### src/rtl/ysyx_icache.sv
// rtl/ysyx_icache.sv - direct-mapped blocking instruction cache between the IFU and the arbiter's IFU port
// Purpose: answers fetch hits in the request cycle. On a miss it refills a whole line
//          using single-beat reads, then serves the still-held request. fence_i invalidates every line.
// Ports:
//   clk, rst                    clock; asynchronous active-low reset
//   ifu_araddr, ifu_arvalid     fetch request from the IFU, held until ifu_rvalid_o
//   ifu_rdata_o, ifu_rvalid_o   instruction word (0 when not valid) and one-cycle valid pulse
//   fence_i                     single-cycle invalidate-all pulse
//   bus_araddr_o, bus_arvalid_o refill beat request towards the arbiter
//   bus_rdata, bus_rvalid       refill beat data and completion from the arbiter
//   hit_cnt_o, miss_cnt_o       wrapping hit / miss counters
module ysyx_icache #(
    parameter int ADDR_W     = 32,
    parameter int DATA_W     = 32,
    parameter int LINE_WORDS = 4,
    parameter int SETS       = 16
) (
    input  logic              clk,
    input  logic              rst,
    input  logic [ADDR_W-1:0] ifu_araddr,
    input  logic              ifu_arvalid,
    output logic [DATA_W-1:0] ifu_rdata_o,
    output logic              ifu_rvalid_o,
    input  logic              fence_i,
    output logic [ADDR_W-1:0] bus_araddr_o,
    output logic              bus_arvalid_o,
    input  logic [DATA_W-1:0] bus_rdata,
    input  logic              bus_rvalid,
    output logic [31:0]       hit_cnt_o,
    output logic [31:0]       miss_cnt_o
);

    localparam int WSEL_W = $clog2(LINE_WORDS);
    localparam int OFF    = WSEL_W + 2;
    localparam int IDX    = $clog2(SETS);
    localparam int TAG_W  = ADDR_W - OFF - IDX;

    typedef enum logic {
        S_IDLE = 1'b0,
        S_FILL = 1'b1
    } state_t;

    state_t              r_state;
    state_t              w_next_state;

    logic [SETS-1:0]     r_valid;
    logic [TAG_W-1:0]    r_tag  [SETS];
    logic [DATA_W-1:0]   r_data [SETS][LINE_WORDS];

    logic [ADDR_W-1:0]   r_fill_base;
    logic [WSEL_W-1:0]   r_beat;
    logic                r_flush_pending;
    logic                r_post_fill;   // first IDLE cycle after a completed refill
    logic                r_dropped;     // IFU withdrew its request during the refill
    logic [31:0]         r_hit_cnt;
    logic [31:0]         r_miss_cnt;

    logic [WSEL_W-1:0]   w_word;
    logic [IDX-1:0]      w_idx;
    logic [TAG_W-1:0]    w_tag;
    logic [IDX-1:0]      w_fill_idx;
    logic [TAG_W-1:0]    w_fill_tag;
    logic                w_lookup_hit;
    logic                w_post_serve;
    logic                w_hit_evt;
    logic                w_miss_evt;
    logic                w_last_beat;
    logic                w_unused;

    assign w_word     = ifu_araddr[OFF-1:2];
    assign w_idx      = ifu_araddr[OFF+IDX-1:OFF];
    assign w_tag      = ifu_araddr[ADDR_W-1:OFF+IDX];
    assign w_fill_idx = r_fill_base[OFF+IDX-1:OFF];
    assign w_fill_tag = r_fill_base[ADDR_W-1:OFF+IDX];
    assign w_unused   = &{1'b0, ifu_araddr[1:0]};

    assign w_lookup_hit = r_valid[w_idx] && (r_tag[w_idx] == w_tag);

    // The request that caused the refill is answered straight from the freshly written
    // line even when a fence kept it from being validated; it is not a new hit.
    assign w_post_serve = r_post_fill && !r_dropped && ifu_arvalid;

    assign hit_cnt_o  = r_hit_cnt;
    assign miss_cnt_o = r_miss_cnt;

    always_comb begin
        w_next_state  = r_state;
        ifu_rvalid_o  = 1'b0;
        ifu_rdata_o   = '0;
        bus_arvalid_o = 1'b0;
        bus_araddr_o  = '0;
        w_hit_evt     = 1'b0;
        w_miss_evt    = 1'b0;
        w_last_beat   = 1'b0;
        case (r_state)
            S_IDLE: begin
                if (ifu_arvalid) begin
                    if (w_post_serve || w_lookup_hit) begin
                        ifu_rvalid_o = 1'b1;
                        ifu_rdata_o  = r_data[w_idx][w_word];
                        w_hit_evt    = !w_post_serve;
                    end else begin
                        w_miss_evt   = 1'b1;
                        w_next_state = S_FILL;
                    end
                end
            end
            S_FILL: begin
                bus_arvalid_o = 1'b1;
                bus_araddr_o  = r_fill_base + ADDR_W'({r_beat, 2'b00});
                if (bus_rvalid && (r_beat == WSEL_W'(LINE_WORDS - 1))) begin
                    w_last_beat  = 1'b1;
                    w_next_state = S_IDLE;
                end
            end
            default: w_next_state = S_IDLE;
        endcase
    end

    always_ff @(posedge clk or negedge rst) begin
        if (!rst) begin
            r_state         <= S_IDLE;
            r_valid         <= '0;
            r_fill_base     <= '0;
            r_beat          <= '0;
            r_flush_pending <= 1'b0;
            r_post_fill     <= 1'b0;
            r_dropped       <= 1'b0;
            r_hit_cnt       <= '0;
            r_miss_cnt      <= '0;
        end else begin
            r_state <= w_next_state;
            if (w_hit_evt) begin
                r_hit_cnt <= r_hit_cnt + 32'd1;
            end
            if (w_miss_evt) begin
                r_miss_cnt <= r_miss_cnt + 32'd1;
            end
            case (r_state)
                S_IDLE: begin
                    r_post_fill <= 1'b0;
                    if (w_miss_evt) begin
                        r_fill_base     <= {ifu_araddr[ADDR_W-1:OFF], {OFF{1'b0}}};
                        r_beat          <= '0;
                        r_dropped       <= 1'b0;
                        r_flush_pending <= 1'b0;
                        r_valid[w_idx]  <= 1'b0;
                    end
                    // Same-cycle hits were already served from the pre-flush contents.
                    if (fence_i) begin
                        r_valid <= '0;
                    end
                end
                S_FILL: begin
                    if (!ifu_arvalid) begin
                        r_dropped <= 1'b1;
                    end
                    if (fence_i) begin
                        r_flush_pending <= 1'b1;
                    end
                    if (bus_rvalid) begin
                        r_beat <= r_beat + WSEL_W'(1);
                        if (w_last_beat) begin
                            r_post_fill     <= 1'b1;
                            r_flush_pending <= 1'b0;
                            // A fence seen at any point of the refill, including this
                            // final beat, leaves the new line invalid.
                            if (r_flush_pending || fence_i) begin
                                r_valid <= '0;
                            end else begin
                                r_valid[w_fill_idx] <= 1'b1;
                            end
                        end
                    end
                end
                default: ;
            endcase
        end
    end

    // Line storage needs no reset: nothing is readable until its valid bit is set
    // or it has just been refilled.
    always_ff @(posedge clk) begin
        if ((r_state == S_FILL) && bus_rvalid) begin
            r_data[w_fill_idx][r_beat] <= bus_rdata;
            if (w_last_beat) begin
                r_tag[w_fill_idx] <= w_fill_tag;
            end
        end
    end

endmodule

### config.mk
export PLATFORM = sky130hd
export DESIGN_NAME = ysyx_icache
export DESIGN_NICKNAME = d
export VERILOG_FILES = /design/src/rtl/ysyx_icache.sv
export SDC_FILE = /design/constraint.sdc
export NUM_CORES = 2
export LEC_CHECK = 0
export ABC_AREA = 1
export BUFFER_PORTS_ARGS = -buffer_cell sky130_fd_sc_hd__buf_2
export CAP_MARGIN = 20
export CORE_MARGIN = 2
export CORE_UTILIZATION = 26
export DETAILED_ROUTE_END_ITERATION = 7
export GPL_ROUTABILITY_DRIVEN = 0
export PLACE_DENSITY = 0.46
export SLEW_MARGIN = 10
export SYNTH_ARGS = -nofsm -noshare
export SYNTH_HDL_FRONTEND = slang
export SYNTH_SLANG_ARGS = --single-unit
### constraint.sdc
create_clock -name clk -period 3.1 [get_ports clk]
set_input_delay 0.155 -clock clk [delete_from_list [all_inputs] [get_ports clk]]
set_output_delay 0.155 -clock clk [all_outputs]
set_load 0.005 [all_outputs]
# --- Word level (Yosys, flattened, before mapping) ---
# Memory sizes are Yosys's and may differ from the RTL's.
# Cells that the tools add are included.
totals:
  regBits: 114
  ram_bits: 2432
  wordCells: 105
  mem_count: 2
classes:
  n_addsub: 4
  magnitude_cmp: 7
  eq_ne: 7
  n_mux: 53
  n_bitwise: 6
  reduce_logical: 17
memory_table:
  columns: ["name", "words", "width", "read_ports", "rd_clocked_by_memory_dff", "wr", "line", "rtl"]
  rows:
  - ["r_data", 16, 128, 1, 0, 1, "48", "logic [DATA_W-1:0] r_data [SETS][LINE_WORDS];"]
  - ["r_tag", 16, 24, 1, 0, 1, "47", "logic [TAG_W-1:0] r_tag [SETS];"]
ops:
  columns: ["op", "n"]
  rows:
  - ["2-to-1 mux 32 bit", 7]
  - ["2-to-1 mux 128 bit", 1]
  - ["2-to-1 mux 16 bit", 5]
  - ["adder 32 x 1 -> 32 bit, second input constant", 2]
  - ["binary-select mux 32 bit (select 2 bit)", 1]
  - ["demux 32 bit (select 2 bit)", 1]
  - ["adder 32 x 4 -> 32 bit", 1]
  - ["one-hot mux 16 bit (2 select lines)", 1]
  - ["2-to-1 mux 1 bit", 27]
  - ["== test 24 bit", 1]
  - ["bitwise AND 16 bit", 1]
  - ["NOT 16 bit", 1]
  - ["OR 16 bit", 1]
  - ["< comparator 4 x 5 -> 1 bit, second input constant", 2]
  - ["demux 1 bit (select 4 bit)", 2]
  - [">= comparator 4 x 1 -> 1 bit, second input constant", 2]
  - ["logical AND 1 bit", 8]
  - ["one-hot mux 1 bit (2 select lines)", 4]
  - ["AND reduction 2 bit", 4]
  - [">= comparator 3 bit, second input constant", 2]
  - ["!= test 2 bit, second input constant", 3]
  - ["NOT 2 -> 3 bit", 2]
  - ["binary-select mux 1 bit (select 4 bit)", 1]
  - ["2-to-1 mux 2 bit", 2]
  - ["10 further kinds", 12]

# --- Logic depth before layout (Yosys ltp) ---
depth:
  word_depth: 10
  mapped_depth: 26

# --- Worst setup path after synthesis ---
# OpenSTA, ideal clock, no wires.
synth_path:
  kind: "reg-to-reg"
  start: "register r_state"
  end: "memory r_data[14][32] (netlist name), enable pin"
  t_arrival_ns: 2.654
  required_ns: 2.679
  slack_ns: 0.025
  path_stages_with_launch: 7
  path_buffers: 2
  cell_sequence: "dfrtp_1 > clkbuf_1 > nand2_1 > inv_1 > nand2_1 > clkbuf_1 > nor2_1"
synth_via:
  elab_chain_cells: 3
synth_rtl:
  columns: ["element", "line", "rtl"]
  rows:
  - ["start: declaration", "43", "state_t r_state;"]
  - ["start signal: assignment", "132", "r_state <= w_next_state;"]
  - ["logical AND 1 bit", "184", "if ((r_state == S_FILL) && bus_rvalid) begin"]
  - ["2-to-1 mux 1 bit", "184", null]
  - ["2-to-1 mux 128 bit (implied by the code)", "185", "r_data[w_fill_idx][r_beat] <= bus_rdata;"]
  - ["end: declaration", "48", null]
# No other way between the ends.

# --- Final worst setup path ---
layout_path:
  start: "memory r_tag[5][12] (netlist name)"
  end: "output port ifu_rdata_o[1]"
layout_via:
  elab_chain_cells: 7
layout_rtl:
  columns: ["element", "line", "rtl"]
  rows:
  - ["start: declaration", "47", null]
  - ["memory read (16 x 24 bit)", null, null]
  - ["== test 24 bit", "77", "assign w_lookup_hit = r_valid[w_idx] && (r_tag[w_idx] == w_tag);"]
  - ["logical AND 1 bit", "77", null]
  - ["logical OR 1 bit", "98", "if (w_post_serve || w_lookup_hit) begin"]
  - ["2-to-1 mux 32 bit", "98", null]
  - ["2-to-1 mux 32 bit", "97", "if (ifu_arvalid) begin"]
  - ["2-to-1 mux 32 bit", "95", "case (r_state)"]
  - ["end: declaration", "22", "output logic [DATA_W-1:0] ifu_rdata_o,"]
# No other way between the ends.

==> results.cfg <==
[pwr]
power.internal_w = 0.0593
p_total_w = 0.0793
clockPowerShare_pct = 39.5
peakVddDrop_uv = 398
p_per_area_nw_per_um2 = 663
p_seq_share_pct = 51.1
power_frac_comb_pct = 9.4
leakage_nw = 40.0
p_sw_share_pct = 25.2
switching_power_w = 0.0199

[die]
die_x_um = 615
coreArea_sq_um = 372000
initial_utilization_pct = 26.1
die_area_sq_um = 379000
io_pins = 199
fp.dieH_um = 615
std_cell_rows = 224

[setup_path]
end_kind = primary output
endpoint = ifu_rdata_o[1]
startpoint_type = flop
critical_path_class = flop to primary output
cp_common_cell = nand2_1
crit_slowest_cell = edfxtp_1
crit_chain = nand2_1 > nand2_1 > nand2_1 > nand2_1 > nand2_1 > nand2_2 > nor2_4 > nand2_1 > nand2_2 > nand2_1 > nor2_1 > nand2_1 > nor2_2 > nand2_2 > nand2_2 > nand3_4 > buf_16 > buf_12 > nor2_4 > buf_2
critPathMaxFanout = 6
regToRegSetupSlack_ps = 250
crit_start = r_tag[5][12]$_DFFE_PP_
cp.required_ps = 2940
critical_path_arrival_ps = 3350
cpPeakStageDelay_ps = 370
reg2reg_from = r_tag[5][12]$_DFFE_PP_
regToRegEndpoint = r_beat[1]$_DFFE_PN0P_
ff2ff_path_depth = 24

[route]
via_per_inst = 5.00
drt_iter0_drc = 6695
wl_per_cell_um = 26.4
first_pass_iters = 6
wl_um = 337000
ant_nets = 0
drc_errors = 0
via_count = 63800

[logic_synthesis]
synth_edf_count = 2432
syn_area_sq_um = 97200
synth_flop_cell = edfxtp_1
ys_seq_area_share_pct = 78.1
synth_area_per_cell_sq_um = 14.1
ys_ff_latch = 2546
async_flop_share_pct = 4.48
synthCells = 6873
ys_types = 40
yosysWarnings = 0

[clocking]
clk_pin_slew_ps = 60
clk_path_buf_depth = 4
cts-htree-levels = 5
cts_root_buffer = clkbuf_16
cts_tree = built
cts_sinks = 2546
clk_latency_ps = 870
cts_made_buffers = 276

[grt]
grt_overflow_total = 0
grt_max_degree = 73
antenna_found_initial = 24
grt_usage_pct = 17.1
grt_pass1_wl_um = 472000
grt_pass1_vias = 62000

[finish]
fin_nets = 7663
final_core_util_pct = 32.1
final_common_cell = edfxtp_1
layout_common_cells = 2,432 x edfxtp_1, 1,250 x nand2_1, 960 x o22ai_1
area.growth.synth_to_final_pct = 23.0
fin_cells = 12800
fillers = 36800
drive_above_1_share_pct = 17.3

[sta]
fin_crit_sh_pct = 113
rsz0062_at_grt = true
final.setup.tns_ps = -10890
drv_slew = 0
finalHoldViolCount = 0
slew_headroom_pct = 24.5
setup_violations = 33
worst_pin_slew_ps = 1130
setup_ws_ps = -402
finalClockSkew_ps = 97.4
hold_ws_ps = 41.4
fin_crit_ps = 3500
max_freq_mhz = 286

[run_status]
violations = negative setup slack
status = complete, but fails checks

[placement]
hpwlAfterDp_um = 190000
post-place-cells = 12200
io_buffer_count = 194

[worst_hold_path]
hold_path_class = primary input to flop
holdPathStages = 1

[job]
drv_cap = 0
[what timing repair did]
item                                    4_1_cts  5_1_grt
pin swaps                                    37       52
hold buffers                                 48       13
gates cloned                                  2        1
resized for setup                            78       76
setup buffers                                15       15
endpoints found under the setup margin       33       64
endpoints found under the hold margin       562      629
[state kept, by name, indices dropped and copies added, names as in the netlist]
register / flops
r_state: 1
r_post_fill: 1
hit_cnt_o: 32
r_beat: 2
r_tag: 384
r_fill_base: 28
r_data: 2048
r_valid: 16
r_flush_pending: 1
miss_cnt_o: 32
r_dropped: 1
[per-layer routing]
metal | vias up | track usage [%] | wire length [um]
li1 | 27800 | - | -
met1 | 33100 | 23.7 | 148000
met2 | 2409 | 27.9 | 158000
met3 | 504 | 2.63 | 22000
met4 | 4 | 4.53 | 9090
met5 | - | 0 | 25
[final cells by class]
type	instances	area (sq um)	area share [%]
clock inverter	134	907	0.759
sequential	2546	75900	63.5
timing repair buffer	854	8360	6.99
clock buffer	343	7450	6.23
antenna	5	12.5	0.0105
tap	4972	6220	5.20
multi-input combinational	3747	20100	16.8
inverter	163	641	0.536
[power groups by stage]
stage / combinational, W / clock, W / sequential (W)
6_report: 0.00746 / 0.0313 / 0.0405
5_1_grt: 0.00796 / 0.0332 / 0.0406
4_1_cts: 0.00740 / 0.0319 / 0.0405
3_5_place_dp: 0.00725 / 0 / 0.0412
3_3_place_gp: 0.00719 / 0 / 0.0412
2_1_floorplan: 0.00302 / 0 / 0.0408
[how the worst min path moves through the flow]
stage,startpoint,endpoint,slack [ps]
3_3_place_gp,rst,r_fill_base[19]$_DFFE_PN0P_,280
2_1_floorplan,rst,hit_cnt_o[0]$_DFFE_PN0P_,-140
3_5_place_dp,rst,r_fill_base[21]$_DFFE_PN0P_,280
5_1_grt,bus_rdata[25],r_data[11][121]$_DFFE_PP_,60
6_report,bus_rdata[25],r_data[11][121]$_DFFE_PP_,40
4_1_cts,bus_rdata[22],r_data[2][86]$_DFFE_PP_,20
[cell usage after synthesis, types with 35 or more instances]
cell type	n	area, sq um
nand4_1	111	694
dfrtp_1	114	2850
edfxtp_1	2432	73000
nand3_1	158	791
nor2_1	350	1310
nand2_1	1291	4850
buf_1	83	312
o221ai_1	60	526
o22a_1	53	464
xor2_1	35	307
inv_1	158	593
o21ai_0	541	2710
nor3_1	40	200
o22ai_1	960	6010
clkbuf_1	262	983
buf_2	50	250
[critical path, delay by kind of cell, from the launching register on]
| kind | cells | cell delay, ps |
|---|---|---|
| simple gates | 17 | 1570 |
| buf+inv | 3 | 500 |
| flops | 1 | 370 |
[cell families (layout without fill, tap and decap cells)]
family / after synthesis / after routing / share of synthesized area (%)
adders and majority gates: 6 / 6 / 0.0772
and+or+nand+nor: 1980 / 1980 / 8.29
DFF: 2546 / 2546 / 78.1
other: 1 / 7 / 0.00386
buffers and inverters: 581 / 1494 / 2.44
AOI/OAI and AO/OA: 1711 / 1711 / 10.7
xor gates and xnor gates: 48 / 48 / 0.433
[through the flow]
step | area, sq um | setup slack, ps
floorplan | 97200 | 24.6
global placement | 110000 | -798
detailed placement | 110000 | -754
CTS | 119000 | -539
global route | 120000 | -631
finish | 120000 | -402
(Power assumes the default switching activity.)
